[config.mk]
export PLATFORM = sky130hd
export DESIGN_NAME = mux_nway_reg
export DESIGN_NICKNAME = d
export VERILOG_FILES = /design/src/rtl/mux_nway_reg.sv
export SDC_FILE = /design/constraint.sdc
export NUM_CORES = 1
export LEC_CHECK = 0
export ABC_AREA = 1
export BUFFER_PORTS_ARGS = -buffer_cell sky130_fd_sc_hd__buf_4
export CAP_MARGIN = 5
export CORE_MARGIN = 5
export CORE_UTILIZATION = 40
export CTS_CLUSTER_DIAMETER = 60
export CTS_CLUSTER_SIZE = 24
export DETAILED_ROUTE_END_ITERATION = 7
export PLACE_DENSITY = 0.74
export SYNTH_ARGS = -nofsm -noshare
export SYNTH_HDL_FRONTEND = slang
export SYNTH_SLANG_ARGS = --single-unit
[constraint.sdc]
create_clock -name clk -period 1.25 [get_ports clk]
set_input_delay 0.1875 -clock clk [delete_from_list [all_inputs] [get_ports clk]]
set_output_delay 0.1875 -clock clk [all_outputs]
set_load 0.1 [all_outputs]
[src/rtl/mux_nway_reg.sv]
// Registered NUM_IN:1 channel select with valid/ready handshake and out-of-range flag/count.
// Optional round-robin scan mode is enabled by defining MUX_SCAN_EN.
module mux_nway_reg #(
   parameter int NUM_IN = 31,
   parameter int WIDTH  = 2,
   parameter int SEL_W  = 5
) (
   input  logic                    clk,
   input  logic                    reset,
   input  logic [NUM_IN*WIDTH-1:0] in_data,
   input  logic [SEL_W-1:0]        sel,
   input  logic                    in_valid,
   output logic                    in_ready,
   output logic [WIDTH-1:0]        out_data,
   output logic [SEL_W-1:0]        out_sel,
   output logic                    out_err,
   output logic                    out_valid,
   input  logic                    out_ready,
`ifdef MUX_SCAN_EN
   input  logic                    scan_en,
`endif
   output logic [7:0]              err_cnt
);

   localparam int               NUM_SLOTS = 1 << SEL_W;
   localparam logic [SEL_W:0]   NUM_IN_W  = NUM_IN[SEL_W:0];
   localparam logic [SEL_W-1:0] LAST_CH   = SEL_W'(NUM_IN - 1);
   localparam logic [7:0]       CNT_MAX   = 8'hFF;

   logic [WIDTH-1:0] out_data_q, out_data_d;
   logic [SEL_W-1:0] out_sel_q, out_sel_d;
   logic             out_err_q, out_err_d;
   logic             out_valid_q, out_valid_d;
   logic [7:0]       err_cnt_q, err_cnt_d;

   logic [WIDTH-1:0] chan [NUM_SLOTS];
   logic [SEL_W-1:0] eff_sel;
   logic             sel_ok;
   logic             accept;

   // Unused select codes map to zero so the mux never indexes past in_data.
   for (genvar g = 0; g < NUM_SLOTS; g++) begin : g_chan
      if (g < NUM_IN) begin : g_used
         assign chan[g] = in_data[g*WIDTH +: WIDTH];
      end else begin : g_unused
         assign chan[g] = '0;
      end
   end

`ifdef MUX_SCAN_EN
   logic [SEL_W-1:0] scan_ptr_q, scan_ptr_d;

   assign eff_sel = scan_en ? scan_ptr_q : sel;

   always_comb begin
      scan_ptr_d = scan_ptr_q;
      if (accept && scan_en) begin
         scan_ptr_d = (scan_ptr_q == LAST_CH) ? '0 : scan_ptr_q + SEL_W'(1);
      end
   end

   always_ff @(posedge clk or posedge reset) begin
      if (reset) scan_ptr_q <= '0;
      else       scan_ptr_q <= scan_ptr_d;
   end
`else
   assign eff_sel = sel;
`endif

   assign in_ready = !out_valid_q || out_ready;
   assign accept   = in_valid && in_ready;
   assign sel_ok   = {1'b0, eff_sel} < NUM_IN_W;

   // NOTE: every always_comb output gets a default first so no path leaves it unassigned (no latch).
   always_comb begin
      out_data_d  = out_data_q;
      out_sel_d   = out_sel_q;
      out_err_d   = out_err_q;
      out_valid_d = out_valid_q;
      err_cnt_d   = err_cnt_q;
      if (accept) begin
         out_valid_d = 1'b1;
         out_sel_d   = eff_sel;
         out_data_d  = sel_ok ? chan[eff_sel] : '0;
         out_err_d   = !sel_ok;
         if (!sel_ok && err_cnt_q != CNT_MAX) err_cnt_d = err_cnt_q + 8'd1;
      end else if (out_valid_q && out_ready) begin
         out_valid_d = 1'b0;
      end
   end

   // NOTE: state registers use non-blocking assignments so all flops update together at the edge.
   always_ff @(posedge clk or posedge reset) begin
      if (reset) begin
         out_data_q  <= '0;
         out_sel_q   <= '0;
         out_err_q   <= 1'b0;
         out_valid_q <= 1'b0;
         err_cnt_q   <= '0;
      end else begin
         out_data_q  <= out_data_d;
         out_sel_q   <= out_sel_d;
         out_err_q   <= out_err_d;
         out_valid_q <= out_valid_d;
         err_cnt_q   <= err_cnt_d;
      end
   end

   assign out_data  = out_data_q;
   assign out_sel   = out_sel_q;
   assign out_err   = out_err_q;
   assign out_valid = out_valid_q;
   assign err_cnt   = err_cnt_q;

endmodule

==> implementation parameters <==
Parameter                              Value

Run status
  Outcome    finished, violations left
  Violated checks    setup timing

STA
  Final Setup Violations    10
  Final critical-path required period    1.42 ns
  Final hold vios    0
  Least-Margin Pin Slew    0.287 ns
  Unrepaired setup endpoints after global routing    yes
  Pins over their slew limit    0
  Worst slew margin    slightly above 80%
  Post-route setup slack    -0.172 ns
  Worst hold slack across all endpoints    0.269 ns
  Post-route fraction of the period consumed by the critical path    114%
  Setup Skew    0.00392 ns
  Setup TNS    -1.03 ns
  Fmax    703 MHz

Global routing
  Vias in the first global route    1993
  Largest net degree at the start of global routing    24
  Antenna violations before repair    0
  First-pass GRT wire length    8.75 mm
  Overflow left after global routing    0
  Overall routing resource usage    20.7%

Die
  Site row count    22
  Number of placed I/O pins    89
  Total die area    5260 um^2
  Core region area    3720 um^2
  Horiz. Die Dim    72.5 um
  Starting density of the core    42.1%
  DIE HEIGHT    72.5 um

Power
  Static Leak    1.56 nW
  Maximum VDD drop    0.412 mV
  Overall power    approximately 2.5 mW
  Ratio of total power to cell area    965 nW/um^2

Placed design
  Count of buffers from port buffering    88
  Weighted congestion reported at the end of routability-driven placement    0.867
  Total placed cells including tap cells    416
  Half-perimeter wire length after placement    between 4 and 5 mm

Logic synthesis
  Top post-synthesis cells by count    sky130_fd_sc_hd__nand2_1, sky130_fd_sc_hd__nand3_1, sky130_fd_sc_hd__inv_1
  Top cells by area, synth    sky130_fd_sc_hd__dfrtp_1, sky130_fd_sc_hd__nand2_1, sky130_fd_sc_hd__nand3_1, sky130_fd_sc_hd__inv_1, sky130_fd_sc_hd__buf_2
  Synth area leader    sky130_fd_sc_hd__dfrtp_1
  Post-synth top flop    sky130_fd_sc_hd__dfrtp_1
  Number of nets produced by synthesis    341
  Gate Count Post-Synth    269
  Fraction of synthesized cell area taken by the top area cell type    27.2%
  Most frequent cell after synthesis    sky130_fd_sc_hd__nand2_1
  Number of enable flip-flop cells after synthesis    0
  Number of register bits inferred by synthesis    17
  Combinational family with the most area after synthesis    simple AND/OR/NAND/NOR gates
  Distinct cell type count of the synthesized netlist    24
  Synthesis warning total    0
  Simple-gate share of the synthesized area    between 50% and 60%
  Synth Area in Adders    0.800%
  Share of the synthesized area in compound gates (AO/OA/AOI/OAI)    1.60%
  Share of cell area taken by muxes after synthesis    0%
  FFs w/ async S/R, synth    100%
  Per-instance average area after synthesis    5.81 um^2
  Xor and xnor area share after synthesis    between 4 and 5%
  Proportion of synthesized chip area in sequential cells    27.2%
  Post-synth design cell area    around 1600 um^2

Clocking
  H-tree levels    1
  CTS tree    yes
  Library cell used as clock root buffer    sky130_fd_sc_hd__clkbuf_8
  Max Root-Sink Buffers    2
  TritonCTS Sinks    17
  Number of buffers added by the clock tree synthesis step    3
  Clock transition at the register clock pins on the worst setup and hold paths after CTS    0.07 ns
  Clock Latency Late Sink    0.25 ns

Drt
  DRC violation count after routing    0
  Routed len/inst    12.6 um
  Final ANT Viol Nets    0
  Post-detailed-route via-to-cell ratio    4.71
  Number of search-and-repair iterations in the first detailed-routing pass    4
  Via total after detailed routing    1999
  Total wire length after detailed routing    5.33 mm
  Number of DRC markers in iteration 0    96

Final layout
  Layout cell share with drive strength beyond 1    38.0%
  Final Net Count    449
  Final core area utilization    70.1%
  Antenna diodes    0
  Layout Area Growth over Synthesis    66.6%
  Non-filler instance count after layout    424

Critical path
  Data required time at the worst endpoint    1.39 ns
  Crit-path most repeated cell    sky130_fd_sc_hd__nand3_4
  Worst Setup Path Type    flop to flop
  CP Capture Type    flop
  Critical path startpoint category    flop
  Cells along the critical path    ha_4 > nand3_4 > nor2_4 > nand3_2 > nand3_4 > inv_6 > nand2_4 > xnor2_2
  Largest incremental delay on the critical path    0.50 ns
  Number of buffers and inverters on the critical path    1
  Worst reg2reg endpoint    err_cnt[3]$_DFFE_PP0P_
  Setup slack, reg-to-reg    -0.17 ns
  Launch point of the worst reg-to-reg path    err_cnt[0]$_DFFE_PP0P_
  Data arrival time of the critical path    1.56 ns
  Master of the slowest instance on the critical path    sky130_fd_sc_hd__dfrtp_4
  Worst R2R Path Depth    8
  CP Max Fanout    6
  CP delay by family, top    flip-flops

Hold path
  Worst min path class    primary input to flop
  Hold endpoint    out_valid$_DFFE_PP0P_
  Hold path start    out_ready
  Hold depth    4

Run
  Number of max-capacitance violations reported    0
stage by stage:
step	area [um^2]	setup slack (ns)
4_1_cts	2600	-0.147
3_3_place_gp	2480	-0.119
6_report	2610	-0.172
2_1_floorplan	1650	-0.390
3_5_place_dp	2480	-0.173
5_1_grt	2610	-0.228
worst max-delay path by stage:
stage                           startpoint                endpoint  slack, ns  cells after the start
finish              err_cnt[0]$_DFFE_PP0P_  err_cnt[3]$_DFFE_PP0P_      -0.17                      8
global route        err_cnt[0]$_DFFE_PP0P_  err_cnt[3]$_DFFE_PP0P_      -0.23                      8
CTS                 err_cnt[0]$_DFFE_PP0P_  err_cnt[3]$_DFFE_PP0P_      -0.15                      8
detailed placement  err_cnt[1]$_DFFE_PP0P_  err_cnt[3]$_DFFE_PP0P_      -0.17                      8
global placement    err_cnt[1]$_DFFE_PP0P_  err_cnt[3]$_DFFE_PP0P_      -0.12                      8
floorplan           err_cnt[1]$_DFFE_PP0P_  err_cnt[3]$_DFFE_PP0P_      -0.39                      8
cells in the final DEF, fill, tap and decap left out:
cell	n
sky130_fd_sc_hd__nand2_8	1
sky130_fd_sc_hd__nor2_2	1
sky130_fd_sc_hd__clkinv_1	1
sky130_fd_sc_hd__nand2_4	3
sky130_fd_sc_hd__xnor2_2	2
sky130_fd_sc_hd__nand2_2	1
sky130_fd_sc_hd__nand3_4	2
sky130_fd_sc_hd__xnor2_1	1
sky130_fd_sc_hd__clkbuf_1	1
sky130_fd_sc_hd__clkbuf_8	3
sky130_fd_sc_hd__ha_4	1
sky130_fd_sc_hd__inv_6	1
sky130_fd_sc_hd__or2_1	1
sky130_fd_sc_hd__nor3_4	1
sky130_fd_sc_hd__o21ai_1	5
sky130_fd_sc_hd__dfrtp_4	3
sky130_fd_sc_hd__inv_2	4
sky130_fd_sc_hd__inv_1	40
sky130_fd_sc_hd__nand2_1	108
sky130_fd_sc_hd__buf_4	108
sky130_fd_sc_hd__buf_8	1
sky130_fd_sc_hd__nor3_1	1
sky130_fd_sc_hd__dfrtp_1	9
sky130_fd_sc_hd__nand4_1	1
sky130_fd_sc_hd__nand3_2	1
sky130_fd_sc_hd__dlygate4sd3_1	1
sky130_fd_sc_hd__buf_12	3
sky130_fd_sc_hd__buf_6	1
sky130_fd_sc_hd__dfrtp_2	5
sky130_fd_sc_hd__nor2_1	12
sky130_fd_sc_hd__nor2_4	1
sky130_fd_sc_hd__xor2_1	4
sky130_fd_sc_hd__nand3_1	48
sequential cells by signal, indices dropped and copies added (netlist names):
signal and count:
out_valid 1, out_err 1, out_sel 5, out_data 2
err_cnt 8
layer usage:
metal | vias to the layer above | global-route usage, % | wire length, um | part of all wire [%]
li1 | 1029 | - | - | -
met1 | 872 | 25.5 | 2160 | 40
met2 | 88 | 34.6 | 2620 | 49
met3 | 10 | 4.85 | 446 | 8.4
met4 | 0 | 8.40 | 104 | 2.0
met5 | - | 0 | 0 | 0
final cells by class:
cell class,instances,area (um^2)
multi-input combinational,195,973
inverter,46,178
timing repair buffer,114,907
sequential,17,443
clock buffer,4,45.0
tap,48,60.1
fill,325,1110
cell families (layout without fill, tap and decap cells):
family                     Yosys count  count (layout)
and+or+nand+nor                    182             182
buffers and inverters               57             164
DFF                                 17              17
xor gates and xnor gates             7               7
AOI/OAI and AO/OA                    5               5
adders and majority gates            1               1
what timing repair did:
action	in CTS	in global routing
setup endpoints to repair	11	12
buffers inserted	2	1
hold buffers	1	0
pin swaps	6	0
resized for setup	12	0
endpoints found under the hold margin	17	0
tightest hold or removal path: cells and delay by family:
kind                   cells  cell delay, ns
buffers and inverters      2            0.15
and+or+nand+nor            2            0.15
where the power goes:
part | internal [mW] | leakage, nW | total (mW) | switching (mW)
sequential | 0.636 | 0.205 | 0.694 | 0.0588
combinational | 0.504 | 1.33 | 1.41 | 0.905
clock | 0.226 | 0.0228 | 0.411 | 0.185
total | 1.37 | 1.56 | 2.51 | 1.15
No activity file was read; power rests on OpenSTA's default activity.
